<file path="config.mk">
export PLATFORM = sky130hd
export DESIGN_NAME = button_leds
export DESIGN_NICKNAME = d
export VERILOG_FILES = /design/src/rtl/button_pkg.sv /design/src/rtl/debounce_ch.sv /design/src/rtl/button_leds.sv
export SDC_FILE = /design/constraint.sdc
export NUM_CORES = 1
export LEC_CHECK = 0
export ABC_AREA = 1
export BUFFER_PORTS_ARGS = -buffer_cell sky130_fd_sc_hd__clkbuf_2
export CAP_MARGIN = 20
export CORE_ASPECT_RATIO = 0.75
export CORE_MARGIN = 10
export CORE_UTILIZATION = 30
export DETAILED_ROUTE_END_ITERATION = 7
export PLACE_DENSITY = 0.56
export SKIP_CTS_REPAIR_TIMING = 1
export SLEW_MARGIN = 10
export SYNTH_ARGS = -nofsm -noshare
export SYNTH_HDL_FRONTEND = slang
export SYNTH_SLANG_ARGS = --single-unit
export TNS_END_PERCENT = 30
</file>
<file path="constraint.sdc">
create_clock -name CLK -period 3.65 [get_ports CLK]
set_input_delay 0.365 -clock CLK [delete_from_list [all_inputs] [get_ports CLK]]
set_output_delay 0.365 -clock CLK [all_outputs]
set_load 0.005 [all_outputs]
</file>
<file path="src/rtl/button_pkg.sv">
// Shared constants and helpers for the pushbutton front end.
// Exports LED mode encodings and an ms-to-cycles conversion.
package button_pkg;

  localparam logic MODE_FOLLOW = 1'b0;
  localparam logic MODE_TOGGLE = 1'b1;

  function automatic int unsigned ms_to_cycles(
    input int unsigned clk_hz,
    input int unsigned ms
  );
    return (clk_hz / 1000) * ms;
  endfunction

endpackage

</file>
<file path="src/rtl/debounce_ch.sv">
// One button channel: 2-flop sync, debounce counter, edge + toggle regs.
// clk/rst in; sw raw level in; stable, press, rel, tog registered out.
module debounce_ch
  import button_pkg::*;
#(
  parameter int DEBOUNCE_CYCLES = 4,
  parameter int CNT_W = $clog2(DEBOUNCE_CYCLES)
) (
  input  logic clk,
  input  logic rst,
  input  logic sw,
  output logic stable,
  output logic press,
  output logic rel,
  output logic tog
);

  localparam logic [CNT_W-1:0] LAST =
    CNT_W'(DEBOUNCE_CYCLES - 1);

  logic             sw_meta;
  logic             sw_sync;
  logic [CNT_W-1:0] cnt;
  logic             differ;
  logic             accept;

  assign differ = (sw_sync != stable);
  // New level has held for the full window; take it this edge.
  assign accept = differ && (cnt == LAST);

  always_ff @(posedge clk) begin
    if (rst) begin
      sw_meta <= 1'b0;
      sw_sync <= 1'b0;
      cnt     <= '0;
      stable  <= 1'b0;
      press   <= 1'b0;
      rel     <= 1'b0;
      tog     <= 1'b0;
    end else begin
      sw_meta <= sw;
      sw_sync <= sw_meta;
      press   <= accept & sw_sync;
      rel     <= accept & ~sw_sync;
      if (!differ) begin
        cnt <= '0;
      end else if (accept) begin
        cnt    <= '0;
        stable <= sw_sync;
        if (sw_sync) tog <= ~tog;
      end else begin
        cnt <= cnt + CNT_W'(1);
      end
    end
  end

endmodule

</file>
<file path="src/rtl/button_leds.sv">
// N-channel button front end: debounced level, press/release pulses,
// LED per channel. CLK/RST; SW, MODE in; STABLE, PRESS, RELEASE, LED out.
module button_leds
  import button_pkg::*;
#(
  parameter int N = 2,
  parameter int DEBOUNCE_CYCLES = ms_to_cycles(12_000_000, 20),
  parameter int CNT_W = $clog2(DEBOUNCE_CYCLES)
) (
  input  logic         CLK,
  input  logic         RST,
  input  logic [N-1:0] SW,
  input  logic [N-1:0] MODE,
  output logic [N-1:0] STABLE,
  output logic [N-1:0] PRESS,
  output logic [N-1:0] RELEASE,
  output logic [N-1:0] LED
);

  logic [N-1:0] tog;

  for (genvar i = 0; i < N; i++) begin : g_ch
    debounce_ch #(
      .DEBOUNCE_CYCLES(DEBOUNCE_CYCLES),
      .CNT_W(CNT_W)
    ) u_ch (
      .clk   (CLK),
      .rst   (RST),
      .sw    (SW[i]),
      .stable(STABLE[i]),
      .press (PRESS[i]),
      .rel   (RELEASE[i]),
      .tog   (tog[i])
    );

    // Mode only selects the view; tog keeps running underneath.
    assign LED[i] = (MODE[i] == MODE_TOGGLE)
                  ? tog[i] : STABLE[i];
  end

endmodule

</file>
Word level (Yosys, flattened, before mapping)

Cells that the tools add are included.
Widths: inputs -> output; s select.

Output and inout bits: 8
Register bits after elaboration: 48

Mux-type cells: 2
Add/sub/neg operators: 2
Reduce and logical (&&, ||, !) cells: 8
Bitwise operators: 10
Equal/unequal tests: 4

Operator list:

| kind                  | count |
|---|---|
| $add 18x1->18 const B | 2 |
| $eq 18x18->1 const B  | 2 |
| $not 1->1             | 6 |
| $reduce_and 3->1      | 2 |
| $reduce_or 3->1       | 2 |
| $and 1x1->1           | 4 |
| $reduce_and 2->1      | 2 |
| $logic_and 1x1->1     | 2 |
| $mux 1                | 2 |
| $ne 1x1->1            | 2 |

Depth between registers and ports, before layout

Depth after elaboration: 3
Mapped depth: 10

By module

From an unflattened synthesis, not the netlist that was laid out.

Cells, all modules: 324
Area, all modules: 2287.2 µm²

Modules (own cells, without submodules):

| module      | cells an instance | area an instance (µm²) | times used |
|---|---|---|---|
| debounce_ch | 158               | 1128.6                 | 2 |
| button_leds | 8                 | 30.0                   | 1 |

Worst setup path before layout

No wires, ideal clock.

Path kind: flip-flop to flip-flop
Start point: register g_ch[0].u_ch.cnt[0]
End point: register g_ch[0].u_ch.cnt[15]
Path slack: 2.284 ns
Data required time: 3.535 ns
Stages on the path, launching flop included: 10
Data arrival time: 1.252 ns
Clock period less this slack: 1.366 ns
Path through: dfxtp_1 -> ha_1 -> nand2_2 -> nor2_4 -> nand2_4 -> inv_6 -> nand2_4 -> nand2_4 -> buf_6 -> nor2_1

Longest elaborated chain between the ends: 3
Elaborated cells on any way between the ends: 4
Those cells by class: add/sub (1); eq/ne (1); reduce/logical (2)

RTL lines:

| item                                                  | line              | RTL |
|---|---|---|
| start: declaration                                    | debounce_ch.sv:23 | `logic [CNT_W-1:0] cnt;` |
| start signal: assignment                              | debounce_ch.sv:52 | `cnt <= cnt + CNT_W'(1);` |
| branches (longest 3 deep; another with $add 18x1->18) | --                |  |

Several ways; the timed one is not identified.
A chain may end at the register's enable or synchronous reset.

Final worst setup path

Start point: register g_ch[0].u_ch.cnt[0]
End point: register g_ch[0].u_ch.cnt[12]

Same word-level chain as after synthesis.

==> flow_metrics.tcl <==
set metrics [dict create \
    detail-route-antenna-nets 0 \
    global_route.usage.total 0.0821 \
    detail_route.vias_per_cell 4.30 \
    total_power_mw 0.872 \
    wl_per_cell_um 10.5 \
    final_core_utilization 0.339 \
    final_hold_viol_count 0 \
    critical-path-slowest-cell "sky130_fd_sc_hd__dfxtp_1" \
    post_synth_num_cell_types 27 \
    synthXorXnorAreaFrac 0.0318 \
    setup_slack_ps 2150 \
    setup_total_negative_slack_ps 0 \
    post_layout_instance_count_excluding_filler_cells 487 \
    grt_first_pass_wirelength_um 8730 \
    most_common_cell_after_layout_fill_and_taps_aside "sky130_fd_sc_hd__nand2_1" \
    crit_path_end_kind "flop" \
    hold_ws_ps 247 \
    mappedNetlistArea_um2 2480 \
    p_leak_nw 0.968 \
    placedInstanceArea_um2 2600 \
    run_status "complete, no violations" \
    grt_setup_unrepaired "no" \
    wl_met1_um 2810 \
    crit_path_max_incr_delay_ps 420 \
    grt_pass1_vias 1876 \
    finalMaxSlewViolations 0 \
    place.port_buffers 13 \
    cts.clk_slew.worst_paths_ps 90 \
    critical_path_required_ps 3890 \
    synth_top_family_by_area "simple AND/OR/NAND/NOR gates" \
    fin_skew_ps 8.89 \
    postSynthCellCount 370 \
    muxShareOfSynthArea 0 \
    antenna_found_initial 0 \
    placedCellCount 479 \
    globalRoute.totalOverflow 0 \
    synthesis.area_per_instance_um2 6.70 \
    filler_cell_count 860 \
    detailedPlacementHpwl_um 3950 \
    fmaxAchievable_mhz 665 \
    dp_slack_ps 2150 \
    maxUsedRoutingLayer "met4" \
    post_synth_and_or_nand_nor_area_fraction 0.399 \
    layout.nets 389 \
    worstSetupStartpointType "flop" \
    postRouteWirelength_um 5100 \
    drive_above_1_share 0.120 \
    core_area_um2 7950 \
    synth_compound_gate_area_share 0.0540 \
    timing_worst_slew_pin_value_ps 291 \
    row_count 28 \
    post-route-cell-area_um2 2700 \
    die_height_um 98.7 \
    cts.sinks 48 \
    vdd_ir_drop_max_mv 0.184 \
    htree_levels 2 \
    areaGrowthSynthToFinish_pct 8.78 \
    syn-num-nets 378 \
    adder_and_majority_cell_fraction_of_the_synthesized_area 0.0101 \
    synth_warnings 0 \
    max-slew-margin-rel 0.804 \
    cts_made_buffers 5 \
    cts.path.max_buffers 2 \
    worstHoldPathType "in -> reg" \
    drv_cap 0 \
    num_io_pins 14 \
    critical_path.max_fanout 7 \
    gpl.final_weighted_congestion 0.866 \
    route.detailed.drc 0 \
    ys_ff_latch 48 \
    setup-violations-final 0 \
    clock_latency_reported_for_the_late_side_of_the_worst_skew_pair_ps 290 \
    hold_depth 3 \
    cell_at_the_root_of_the_clock_tree "sky130_fd_sc_hd__clkbuf_8" \
    mostFrequentLayoutCells "94 x sky130_fd_sc_hd__nand2_1, 63 x sky130_fd_sc_hd__nor2_1, 52 x sky130_fd_sc_hd__inv_1, 48 x sky130_fd_sc_hd__dfxtp_1, 23 x sky130_fd_sc_hd__nand3_1" \
    routed-wl-met3_um 209 \
    largest_net_degree_at_the_start_of_global_routing 19 \
    ys_seq_area_frac 0.388 \
    fp.dieW_um 125 \
    criticalPathCategory "reg -> reg" \
    worst_path_most_repeated_cell "sky130_fd_sc_hd__nand2_1" \
    finalWorstPathRequiredPeriod_ps 1500 \
    worst_ep_arrival_time_ps 1740 \
    drt_first_iter_violations 109 \
    min_period_over_period 0.412 \
    route.met2.wl_um 2010 \
    die_area_um2 12300 \
    cellPowerDensity_nw_per_um2 323 \
    tritoncts "built" \
    route.vias.total 2093 \
    floorplan.initialDensity 0.312 \
    antenna_cells_inserted 0 \
    critical_path.cell_chain "ha_1 > nand2_2 > nor2_4 > nand2_4 > inv_6 > nand2_1 > o21ai_0 > nand2_1 > nor2_1" \
    drtPass1Iterations 4 \
    timing.reg2reg.worst_path_depth 9 \
]
[registers in the layout (all words and copies together), names as in the netlist]
name and flops:
g_ch.u_ch.sw_sync 2, g_ch.u_ch.tog 2, g_ch.u_ch.cnt 36, g_ch.u_ch.sw_meta 2, g_ch.u_ch.press 2, g_ch.u_ch.rel 2, g_ch.u_ch.stable 2
[Yosys cell counts (all sizes together)]
cell	count	area share
nand3	25	0.055
clkinv	1	0.0015
nor3	9	0.020
nand4	9	0.023
xnor2	2	0.0071
or2	5	0.013
a21oi	17	0.036
clkbuf	1	0.0015
buf	8	0.027
ha	2	0.010
dfxtp	48	0.39
xor2	7	0.025
nor2	70	0.12
o21ai	9	0.018
inv	56	0.087
nand2	101	0.17
[cell families (layout without fill, tap and decap cells)]
| family | Yosys count | after routing |
|---|---|---|
| AOI/OAI and AO/OA | 26 | 26 |
| buffers and inverters | 66 | 78 |
| DFF | 48 | 48 |
| and+or+nand+nor | 219 | 219 |
| adders and majority gates | 2 | 2 |
| xor gates and xnor gates | 9 | 9 |
[worst max-delay path: cells and delay by family, from the launching register on]
kind	cells	cell delay, ps
AOI/OAI and AO/OA	1	190
adders and majority gates	1	210
buffers and inverters	1	100
DFF	1	420
and+or+nand+nor	6	520
[power breakdown]
part	total, mW	internal, mW	switching [mW]	leakage [nW]
clock	0.329	0.152	0.177	0.0510
combinational	0.0154	0.00499	0.0104	0.529
sequential	0.528	0.526	0.00243	0.387
total	0.872	0.683	0.190	0.968
[path summary, 6_finish.rpt]
path	start	endpoint	slack, ps
hold reg to reg	g_ch[0].u_ch.sw_meta	g_ch[0].u_ch.sw_sync	410
setup / recovery	g_ch[0].u_ch.cnt[0]	g_ch[0].u_ch.cnt[12]	2150
setup reg to reg	g_ch[0].u_ch.cnt[0]	g_ch[0].u_ch.cnt[12]	2150
hold / removal	SW[1]	g_ch[1].u_ch.sw_meta	250
[layout make-up]
type	count	area (um2)	share of cell area
multi-input cells	256	1230	0.455
repair buffers	13	65.1	0.0241
clock buffers	6	82.6	0.0306
clock inverters	2	10.0	0.00371
well taps	105	131	0.0487
flip-flops and latches	48	961	0.356
inverters	57	219	0.0812
[routing by layer]
layer | GRT usage | vias up
li1 | - | 1152
met1 | 0.114 | 908
met2 | 0.118 | 29
met3 | 0.0193 | 4
met4 | 0.0353 | 0
met5 | 0 | -
(Power assumes the default switching activity.)
